[src/rtl/bg_fill_engine.sv]
// bg_fill_engine
//
// Writes a clipped rectangle into the vga_adapter framebuffer at one pixel
// per clock. The rectangle is filled with a solid colour, a checkerboard,
// horizontal bars or vertical bars.
//
// Ports:
//   clock, reset          system clock, synchronous active-high reset
//   start                 request a fill (only looked at while idle)
//   mode                  0 solid, 1 checker, 2 horizontal bars, 3 vertical bars
//   colour_a, colour_b    primary / secondary colour
//   x0, x1, y0, y1        inclusive rectangle bounds (x1/y1 clipped to screen)
//   x, y, colour, plot    registered pixel write to the adapter
//   busy                  high while pixels are being emitted
//   done                  one-cycle pulse after the last pixel (or empty rect)
module bg_fill_engine #(
  parameter int H_RES       = 160,
  parameter int V_RES       = 120,
  parameter int X_BITS      = 8,
  parameter int Y_BITS      = 7,
  parameter int COLOUR_BITS = 3,
  parameter int CELL_LOG2   = 3
) (
  input  logic                   clock,
  input  logic                   reset,
  input  logic                   start,
  input  logic [1:0]             mode,
  input  logic [COLOUR_BITS-1:0] colour_a,
  input  logic [COLOUR_BITS-1:0] colour_b,
  input  logic [X_BITS-1:0]      x0,
  input  logic [X_BITS-1:0]      x1,
  input  logic [Y_BITS-1:0]      y0,
  input  logic [Y_BITS-1:0]      y1,
  output logic [X_BITS-1:0]      x,
  output logic [Y_BITS-1:0]      y,
  output logic [COLOUR_BITS-1:0] colour,
  output logic                   plot,
  output logic                   busy,
  output logic                   done
);

  typedef enum logic [1:0] {
    IDLE = 2'd0,
    DRAW = 2'd1,
    DONE = 2'd2
  } state_t;

  localparam logic [X_BITS-1:0] X_MAX     = X_BITS'(H_RES - 1);
  localparam logic [Y_BITS-1:0] Y_MAX     = Y_BITS'(V_RES - 1);
  localparam logic [X_BITS:0]   H_RES_EXT = (X_BITS + 1)'(H_RES);
  localparam logic [Y_BITS:0]   V_RES_EXT = (Y_BITS + 1)'(V_RES);

  // Pattern phase comes from absolute screen coordinates so neighbouring
  // fills line up without seams.
  function automatic logic [COLOUR_BITS-1:0] pattern_colour(
    input logic [1:0]             m,
    input logic [COLOUR_BITS-1:0] ca,
    input logic [COLOUR_BITS-1:0] cb,
    input logic [X_BITS-1:0]      px,
    input logic [Y_BITS-1:0]      py
  );
    logic [COLOUR_BITS-1:0] c;
    case (m)
      2'd0:    c = ca;
      2'd1:    c = (px[CELL_LOG2] ^ py[CELL_LOG2]) ? cb : ca;
      2'd2:    c = py[CELL_LOG2] ? cb : ca;
      default: c = px[CELL_LOG2] ? cb : ca;
    endcase
    return c;
  endfunction

  state_t                 state_q, state_d;
  logic [1:0]             mode_q, mode_d;
  logic [COLOUR_BITS-1:0] ca_q, ca_d;
  logic [COLOUR_BITS-1:0] cb_q, cb_d;
  logic [X_BITS-1:0]      x0_q, x0_d;
  logic [X_BITS-1:0]      x1_q, x1_d;
  logic [Y_BITS-1:0]      y1_q, y1_d;
  logic [X_BITS-1:0]      x_q, x_d;
  logic [Y_BITS-1:0]      y_q, y_d;
  logic [COLOUR_BITS-1:0] colour_q, colour_d;
  logic                   plot_q, plot_d;

  logic [X_BITS-1:0] x1_clip;
  logic [Y_BITS-1:0] y1_clip;
  logic              rect_empty;

  always_comb begin
    x1_clip    = (x1 > X_MAX) ? X_MAX : x1;
    y1_clip    = (y1 > Y_MAX) ? Y_MAX : y1;
    rect_empty = (x0 > x1_clip) || (y0 > y1_clip) ||
                 ({1'b0, x0} >= H_RES_EXT) || ({1'b0, y0} >= V_RES_EXT);
  end

  always_comb begin
    state_d  = state_q;
    mode_d   = mode_q;
    ca_d     = ca_q;
    cb_d     = cb_q;
    x0_d     = x0_q;
    x1_d     = x1_q;
    y1_d     = y1_q;
    x_d      = x_q;
    y_d      = y_q;
    colour_d = colour_q;
    plot_d   = 1'b0;

    case (state_q)
      IDLE: begin
        if (start) begin
          mode_d = mode;
          ca_d   = colour_a;
          cb_d   = colour_b;
          x0_d   = x0;
          x1_d   = x1_clip;
          y1_d   = y1_clip;
          if (rect_empty) begin
            state_d = DONE;
          end else begin
            // First pixel is registered on the accepting edge.
            state_d  = DRAW;
            x_d      = x0;
            y_d      = y0;
            plot_d   = 1'b1;
            colour_d = pattern_colour(mode, colour_a, colour_b, x0, y0);
          end
        end
      end

      DRAW: begin
        // Compare against the bound before incrementing so the counters
        // never need to wrap past their full width.
        if (x_q == x1_q) begin
          if (y_q == y1_q) begin
            state_d = DONE;
          end else begin
            x_d    = x0_q;
            y_d    = y_q + 1'b1;
            plot_d = 1'b1;
          end
        end else begin
          x_d    = x_q + 1'b1;
          plot_d = 1'b1;
        end
        if (plot_d) begin
          colour_d = pattern_colour(mode_q, ca_q, cb_q, x_d, y_d);
        end
      end

      DONE: begin
        state_d = IDLE;
      end

      default: begin
        state_d = IDLE;
      end
    endcase
  end

  always_ff @(posedge clock) begin
    if (reset) begin
      state_q  <= IDLE;
      mode_q   <= '0;
      ca_q     <= '0;
      cb_q     <= '0;
      x0_q     <= '0;
      x1_q     <= '0;
      y1_q     <= '0;
      x_q      <= '0;
      y_q      <= '0;
      colour_q <= '0;
      plot_q   <= 1'b0;
    end else begin
      state_q  <= state_d;
      mode_q   <= mode_d;
      ca_q     <= ca_d;
      cb_q     <= cb_d;
      x0_q     <= x0_d;
      x1_q     <= x1_d;
      y1_q     <= y1_d;
      x_q      <= x_d;
      y_q      <= y_d;
      colour_q <= colour_d;
      plot_q   <= plot_d;
    end
  end

  assign x      = x_q;
  assign y      = y_q;
  assign colour = colour_q;
  assign plot   = plot_q;
  assign busy   = (state_q == DRAW);
  assign done   = (state_q == DONE);

endmodule

[config.mk]
export PLATFORM = sky130hd
export DESIGN_NAME = bg_fill_engine
export DESIGN_NICKNAME = d
export VERILOG_FILES = /design/src/rtl/bg_fill_engine.sv
export SDC_FILE = /design/constraint.sdc
export NUM_CORES = 1
export LEC_CHECK = 0
export BUFFER_PORTS_ARGS = -buffer_cell sky130_fd_sc_hd__buf_2
export CORE_MARGIN = 10
export CORE_UTILIZATION = 23
export CTS_BUF_LIST = sky130_fd_sc_hd__clkbuf_8
export CTS_CLUSTER_DIAMETER = 80
export CTS_CLUSTER_SIZE = 30
export DETAILED_ROUTE_END_ITERATION = 10
export GPL_ROUTABILITY_DRIVEN = 0
export PLACE_DENSITY = 0.38
export SLEW_MARGIN = 10
export SYNTH_ARGS = -nofsm -noshare
export SYNTH_HDL_FRONTEND = slang
export SYNTH_SLANG_ARGS = --single-unit
[constraint.sdc]
create_clock -name clock -period 4.5 [get_ports clock]
set_clock_uncertainty 0.15 [all_clocks]
set_input_delay 0.45 -clock clock [delete_from_list [all_inputs] [get_ports clock]]
set_output_delay 0.45 -clock clock [all_outputs]
set_load 0.01 [all_outputs]
==> impl_results.md, run 1 <==
* Crit-path max FO at 20
* Final setup TNS at 0 ps
* Min Clock Period, post-route at 3251 ps
* Worst VDD drop at 0.1075 mV
* GRT Residual Overflow at 0
* Initial Utilization at 0.2337
* CTS Hold Bufs at 0
* First-pass GRT wire length at 17580 um
* Post-DRT Antenna Nets at 0
* Critical path class: reg -> reg
* Vias per inst at 4.804
* Largest buffer count on any clock path at 2
* Synthesis-to-finish area growth at 17.27%
* Area leader, netlist: dfxtp_1
* Synth Instances at 403
* Chip Width at 138.5 um
* Avg WL per Cell at 17.26 um
* Post-layout nets at 510
* Async SR Flop Fraction at 0
* Arrival time at the worst endpoint at 3270 ps
* Final Hold Viols at 0
* Row Count at 43
* Area of the multi-input gates at 2061 um^2
* Net Sw Frac at 0.3606
* Die area at 19190 um^2
* Crit-path max cell delay at 820 ps
* Logic pwr share at 0.303
* Core ar. at 13830 um^2
* Vias in the first global route at 3127
* Register area at 1041 um^2
* Cell Int Power at 767.3 uW
* Post-Synthesis Cell Area at 3232 um^2
* Slew Limit Headroom at 0.2415
* Io pins at 62
* Clock Power Share at 0.242
* Post-synth top area share at 0.3221
* Synth top area cells: dfxtp_1, nand2_1, a21oi_1
* Cell family with the largest share of critical-path delay: compound AO/OA/AOI/OAI gates
* Postcts setup bufs at 0
* Critical path endpoint category: flop
* PwrDens at 316.7 nW/um^2
* TritonRoute pass-1 iters at 4
* Initial antenna violation count at 0
* Fillers at 1508
* Hold WS at 222.9 ps
* Flop pwr share at 0.456
* Netlist cell types at 58
* Worst-Skew Late Latency at 320 ps
* Synthesized area per cell at 8.019 um^2
* Commonest non-fill, non-tap cell in the layout: nand2_1
* Number of synthesized flops with an enable pin at 0
* Most frequent cells in the layout: nand2_1, buf_2, dfxtp_1
* RSZ-0062 raised after global routing: false
* Crit path buf inv count at 1
* Detailed Route Iter0 Violations at 209
* Most used DFF post-synth: dfxtp_1
* Total CTS buffers at 5
* Crit path cell chain: xnor2_1 -> nand4_1 -> nor4_2 -> a21oi_1 -> a31oi_2 -> buf_4 -> mux2i_1 -> nor2_1
* Die height at 138.5 um
* Post-DP HPWL at 8151 um
* Hold Path Class: in -> reg
* Worst-path clk slew at 100 ps
* PortBufs at 61
* Status: completed
* Syn nets at 460
* Slew @ Worst Pin at 1138 ps
* H-tree Lvls at 2
* Root Buffer: clkbuf_8
* Required time worst endpoint at 4520 ps
* Antenna diode count at 0
* Period utilization at 0.7225
* Net Switching at 432.7 uW
* Via Count at 3046
* Clk sinks at 52
* Worst path slowest cell: a31oi_2
* # setup viols final at 0
* All-Layer GR Usage at 0.1121
* Startpoint of the worst hold path: x0[0]
* Routed WL at 10940 um
* Largest net degree at the start of global routing at 53
* Slew Limit Fails at 0
* Worst setup SP type: flop
* Pleak at 1.567 nW
* Critical R2R Launch: y[3]
* Layout cells sized above 1 at 0.2093
* Critical Path Start: y[3]
* Synth warn at 0
* Max_cap viols at 0
* Seq cells post-synth at 52
* TritonCTS clock tree: done
* CTS resizes at 0
* Drc violations at 0
* Max Freq at 307.6 MHz
* Register area share after synthesis at 0.3221
registers in the layout, summed over array words and instances, names as in the netlist, 3 cells and up:
name and cells:
x1_q 8, x 8, y 7, colour 3
x0_q 8, cb_q 3, ca_q 3, y1_q 7
layer usage:
layer | routed length, um | up-vias | part of all wire | track usage
met4 | 119 | 0 | 0.011 | 0.03108
met5 | 0 | - | 0 | 0
li1 | - | 1532 | - | -
met3 | 447 | 5 | 0.041 | 0.02432
met1 | 5065 | 1450 | 0.46 | 0.1399
met2 | 5307 | 59 | 0.49 | 0.1890
layout make-up:
cell class,count,share of cell area
multi-input cells,318,0.5437
flip-flops and latches,52,0.2747
repair buffers,64,0.08650
well taps,180,0.05943
clock buffers,6,0.02179
inverters,12,0.01189
clock inverters,2,0.001981
power groups by stage:
| stage | Combinational [mW] | Clock [mW] | Sequential, mW |
|---|---|---|---|
| floorplan | 0.254 | 0 | 0.548 |
| finish | 0.363 | 0.290 | 0.547 |
| CTS | 0.369 | 0.301 | 0.548 |
| detailed placement | 0.368 | 0 | 0.559 |
| global placement | 0.365 | 0 | 0.559 |
| global route | 0.407 | 0.318 | 0.554 |
through the flow:
step           total power [mW]  instances  worst slack, ps  cell area, um^2    util
2_1_floorplan            0.8016        403             1708             3232       -
3_3_place_gp             0.9233        626            947.8             3700  0.2676
3_5_place_dp             0.9263        626            911.4             3700  0.2676
4_1_cts                   1.217        634             1246             3790  0.2741
5_1_grt                   1.280        634            928.1             3790  0.2741
6_report                  1.200        634             1249             3790  0.2741
worst paths after layout:
| path | endpoint | slack (ps) | depth (start not counted) |
|---|---|---|---|
| worst min register to register | x0_q[6] | 310 | 2 |
| worst min-delay path | x0_q[0] | 220 | 3 |
| worst max-delay path | x[4] | 1250 | 8 |
| worst max register to register | x[4] | 1250 | 8 |
cells in the mapped netlist (all sizes together) (3+ instances only):
cell type   n
a211oi     10
a21oi      41
a221oi      5
a2bb2oi     6
a311oi      5
a31oi       5
and2        3
buf         7
clkbuf     14
dfxtp      52
ha         16
inv        11
mux2        9
mux2i       8
nand2      70
nand3      12
nand4       4
nor2       42
nor2b       4
nor3       10
nor4        4
o21ai       7
or2         3
or3         3
xnor2      11
xor2       13
worst register-to-register path, stage by stage, from the launching register on:
cell and delay (ps):
dfxtp_1 530, xnor2_1 160, nand4_1 120, nor4_2 600, a21oi_1 210, a31oi_2 820
buf_4 280, mux2i_1 180, nor2_1 50
logic make-up after synthesis:
family,after synthesis,share of synthesized area
AOI/OAI and AO/OA,101,0.2187
adders and majority gates,16,0.06194
buffers and inverters,33,0.04297
xor gates and xnor gates,24,0.06968
muxes,17,0.05730
DFF,52,0.3221
and+or+nand+nor,160,0.2273
No activity file was read; power rests on OpenSTA's default activity.
==> run 2: changes to the inputs <==
clock period = 3.15 ns   (was 4.5 ns; I/O delays follow)
==> run 2 against run 1 <==
Effect of this change: first-iteration DRC count decreased by 27%; setup slack got worse by 1000 ps; global-route usage increased by 0.16 points; total power is 58% higher; utilization rose by 1.7 points; largest power group unchanged.
==> impl_results.md, run 2 (synthesized netlist as in run 1, its figures left out) <==
* Status: completed
* Final Hold Viols at 0 (unchanged)
* Most frequent CP cell: nor2_1
* Worst-path clk slew at 100 ps (about the same)
* PortBufs at 61 (unchanged)
* Detailed Route Iter0 Violations at 152 (-27%)
* Synthesis-to-finish area growth at 24.74%
* Vias in the first global route at 3276 (+4.8%)
* Chip Width at 138.5 um (unchanged)
* Drc violations at 0 (unchanged)
* Fin area at 4031 um^2 (+6.4%)
* Clk sinks at 52 (unchanged)
* CTS Hold Bufs at 0 (unchanged)
* Initial antenna violation count at 0 (unchanged)
* Initial Utilization at 0.2337 (unchanged)
* Slew @ Worst Pin at 1111 ps (-26.48 ps)
* Hold WS at 79.10 ps (-143.8 ps)
* Worst-Skew Late Latency at 330 ps (about the same)
* Post-layout nets at 537 (+5.3%)
* Worst setup SP type: primary input
* Root Buffer: clkbuf_8
* Total CTS buffers at 5 (unchanged)
* Worst VDD drop at 0.2313 mV (+120%)
* Crit path buf inv count at 3 (+2)
* Largest buffer count on any clock path at 2 (unchanged)
* GRT Residual Overflow at 0 (unchanged)
* Via Count at 3166 (+3.9%)
* H-tree Lvls at 2 (unchanged)
* Startpoint of the worst hold path: x1[7]
* Slew Limit Fails at 0 (unchanged)
* Worst path slowest cell: a31oi_2
* Layout cells sized above 1 at 0.2563 (+0.04700)
* RSZ-0062 raised after global routing: true
* Avg WL per Cell at 16.94 um (-1.8%)
* Final std cells w/o fill at 660 (+4.1%)
* Postcts setup bufs at 0 (unchanged)
* CTS resizes at 0 (unchanged)
* Pleak at 1.715 nW (+9.5%)
* TritonCTS clock tree: done
* TritonRoute pass-1 iters at 4 (unchanged)
* Critical R2R Launch: x1_q[5]
* Core ar. at 13830 um^2 (unchanged)
* Critical path class: in -> reg
* Post-DP HPWL at 8516 um (+4.5%)
* Placed cell area at 3902 um^2 (+5.5%)
* Io pins at 62 (unchanged)
* Cell count after placement at 653 (+4.3%)
* Row Count at 43 (unchanged)
* Cell family with the largest share of critical-path delay: compound AO/OA/AOI/OAI gates
* Crit-path max cell delay at 700 ps (-120 ps)
* First-pass GRT wire length at 17810 um (+1.3%)
* Crit-path max FO at 16 (-20%)
* Crit path cell chain: buf_2 -> inv_1 -> nor2_1 -> nor2_1 -> ha_1 -> nor2b_1 -> o21a_1 -> o211ai_1 -> a211o_1 -> a31oi_2 -> buf_4 -> mux2i_1 -> nor2_1
* Slew Limit Headroom at 0.2591 (+0.01766)
* Antenna diode count at 0 (unchanged)
* Post-DRT Antenna Nets at 0 (unchanged)
* Most frequent cells in the layout: nand2_1, buf_2, dfxtp_1
* Routed WL at 11180 um (+2.2%)
* # setup viols final at 0 (unchanged)
* Critical path endpoint category: flop
* Min Clock Period, post-route at 2910 ps
* Largest net degree at the start of global routing at 53 (unchanged)
* Max Freq at 343.6 MHz
* Period utilization at 0.9239
* Vias per inst at 4.797 (-0.15%)
* Die height at 138.5 um (unchanged)
* Arrival time at the worst endpoint at 2940 ps (-330 ps)
* Hold Path Class: in -> reg
* Commonest non-fill, non-tap cell in the layout: nand2_1
* Die area at 19190 um^2 (unchanged)
* Critical Path Start: x1[7]
* PwrDens at 471.7 nW/um^2 (+49%)
* All-Layer GR Usage at 0.1137 (+0.001642)
* Max_cap viols at 0 (unchanged)
* Required time worst endpoint at 3180 ps (-1340 ps)
==> run 2: cell count changes in the layout (fill, tap and decap cells not counted) <==
cell       before  now
inv_1          13   11
clkbuf_8        6    5
bufinv_16       0    2
buf_4           3   30
==> run 2: routing by layer <==
layer / up-vias / global-route usage / part of all wire
li1: 1594 / - / -
met1: 1496 / 0.1385 / 0.47
met2: 62 / 0.1890 / 0.47
met3: 14 / 0.02534 / 0.042
met4: 0 / 0.04606 / 0.021
met5: - / 0 / 0
==> run 2: cell type report <==
| type | instances | area (um^2) |
|---|---|---|
| clock buffers | 5 | 68.82 |
| clock inverters | 2 | 60.06 |
| fillers | 1490 | 9796 |
| inverters | 12 | 45.04 |
| multi-input cells | 318 | 2061 |
| flip-flops and latches | 52 | 1041 |
| well taps | 180 | 225.2 |
| repair buffers | 91 | 530.5 |
==> run 2: path summary, 6_finish.rpt <==
kind / end / slack [ps] / depth (start not counted)
setup / recovery: x[5] / 240 / 13
hold / removal: x1_q[7] / 80 / 3
hold reg to reg: x0_q[2] / 310 / 2
setup reg to reg: colour[1] / 270 / 8
==> run 2: through the flow <==
stage,TNS [ps],setup WS [ps],utilization,power [mW]
finish,0,239.6,0.2916,1.902
detailed placement,-628.7,-157.3,0.2822,1.373
global placement,-209.5,-84.43,0.2822,1.367
floorplan,0,478.6,-,1.145
global route,-104.9,-42.87,0.2916,2.020
CTS,0,190.8,0.2916,1.941
==> run 2: where the power goes <==
part           switching [mW]  internal, mW
Clock                   0.241         0.313
Combinational           0.333         0.249
Sequential             0.0522         0.714
==> run 2: worst min-delay path: stages <==
cell and delay [ps]:
buf_2 100, nand2_1 50, a21oi_1 50
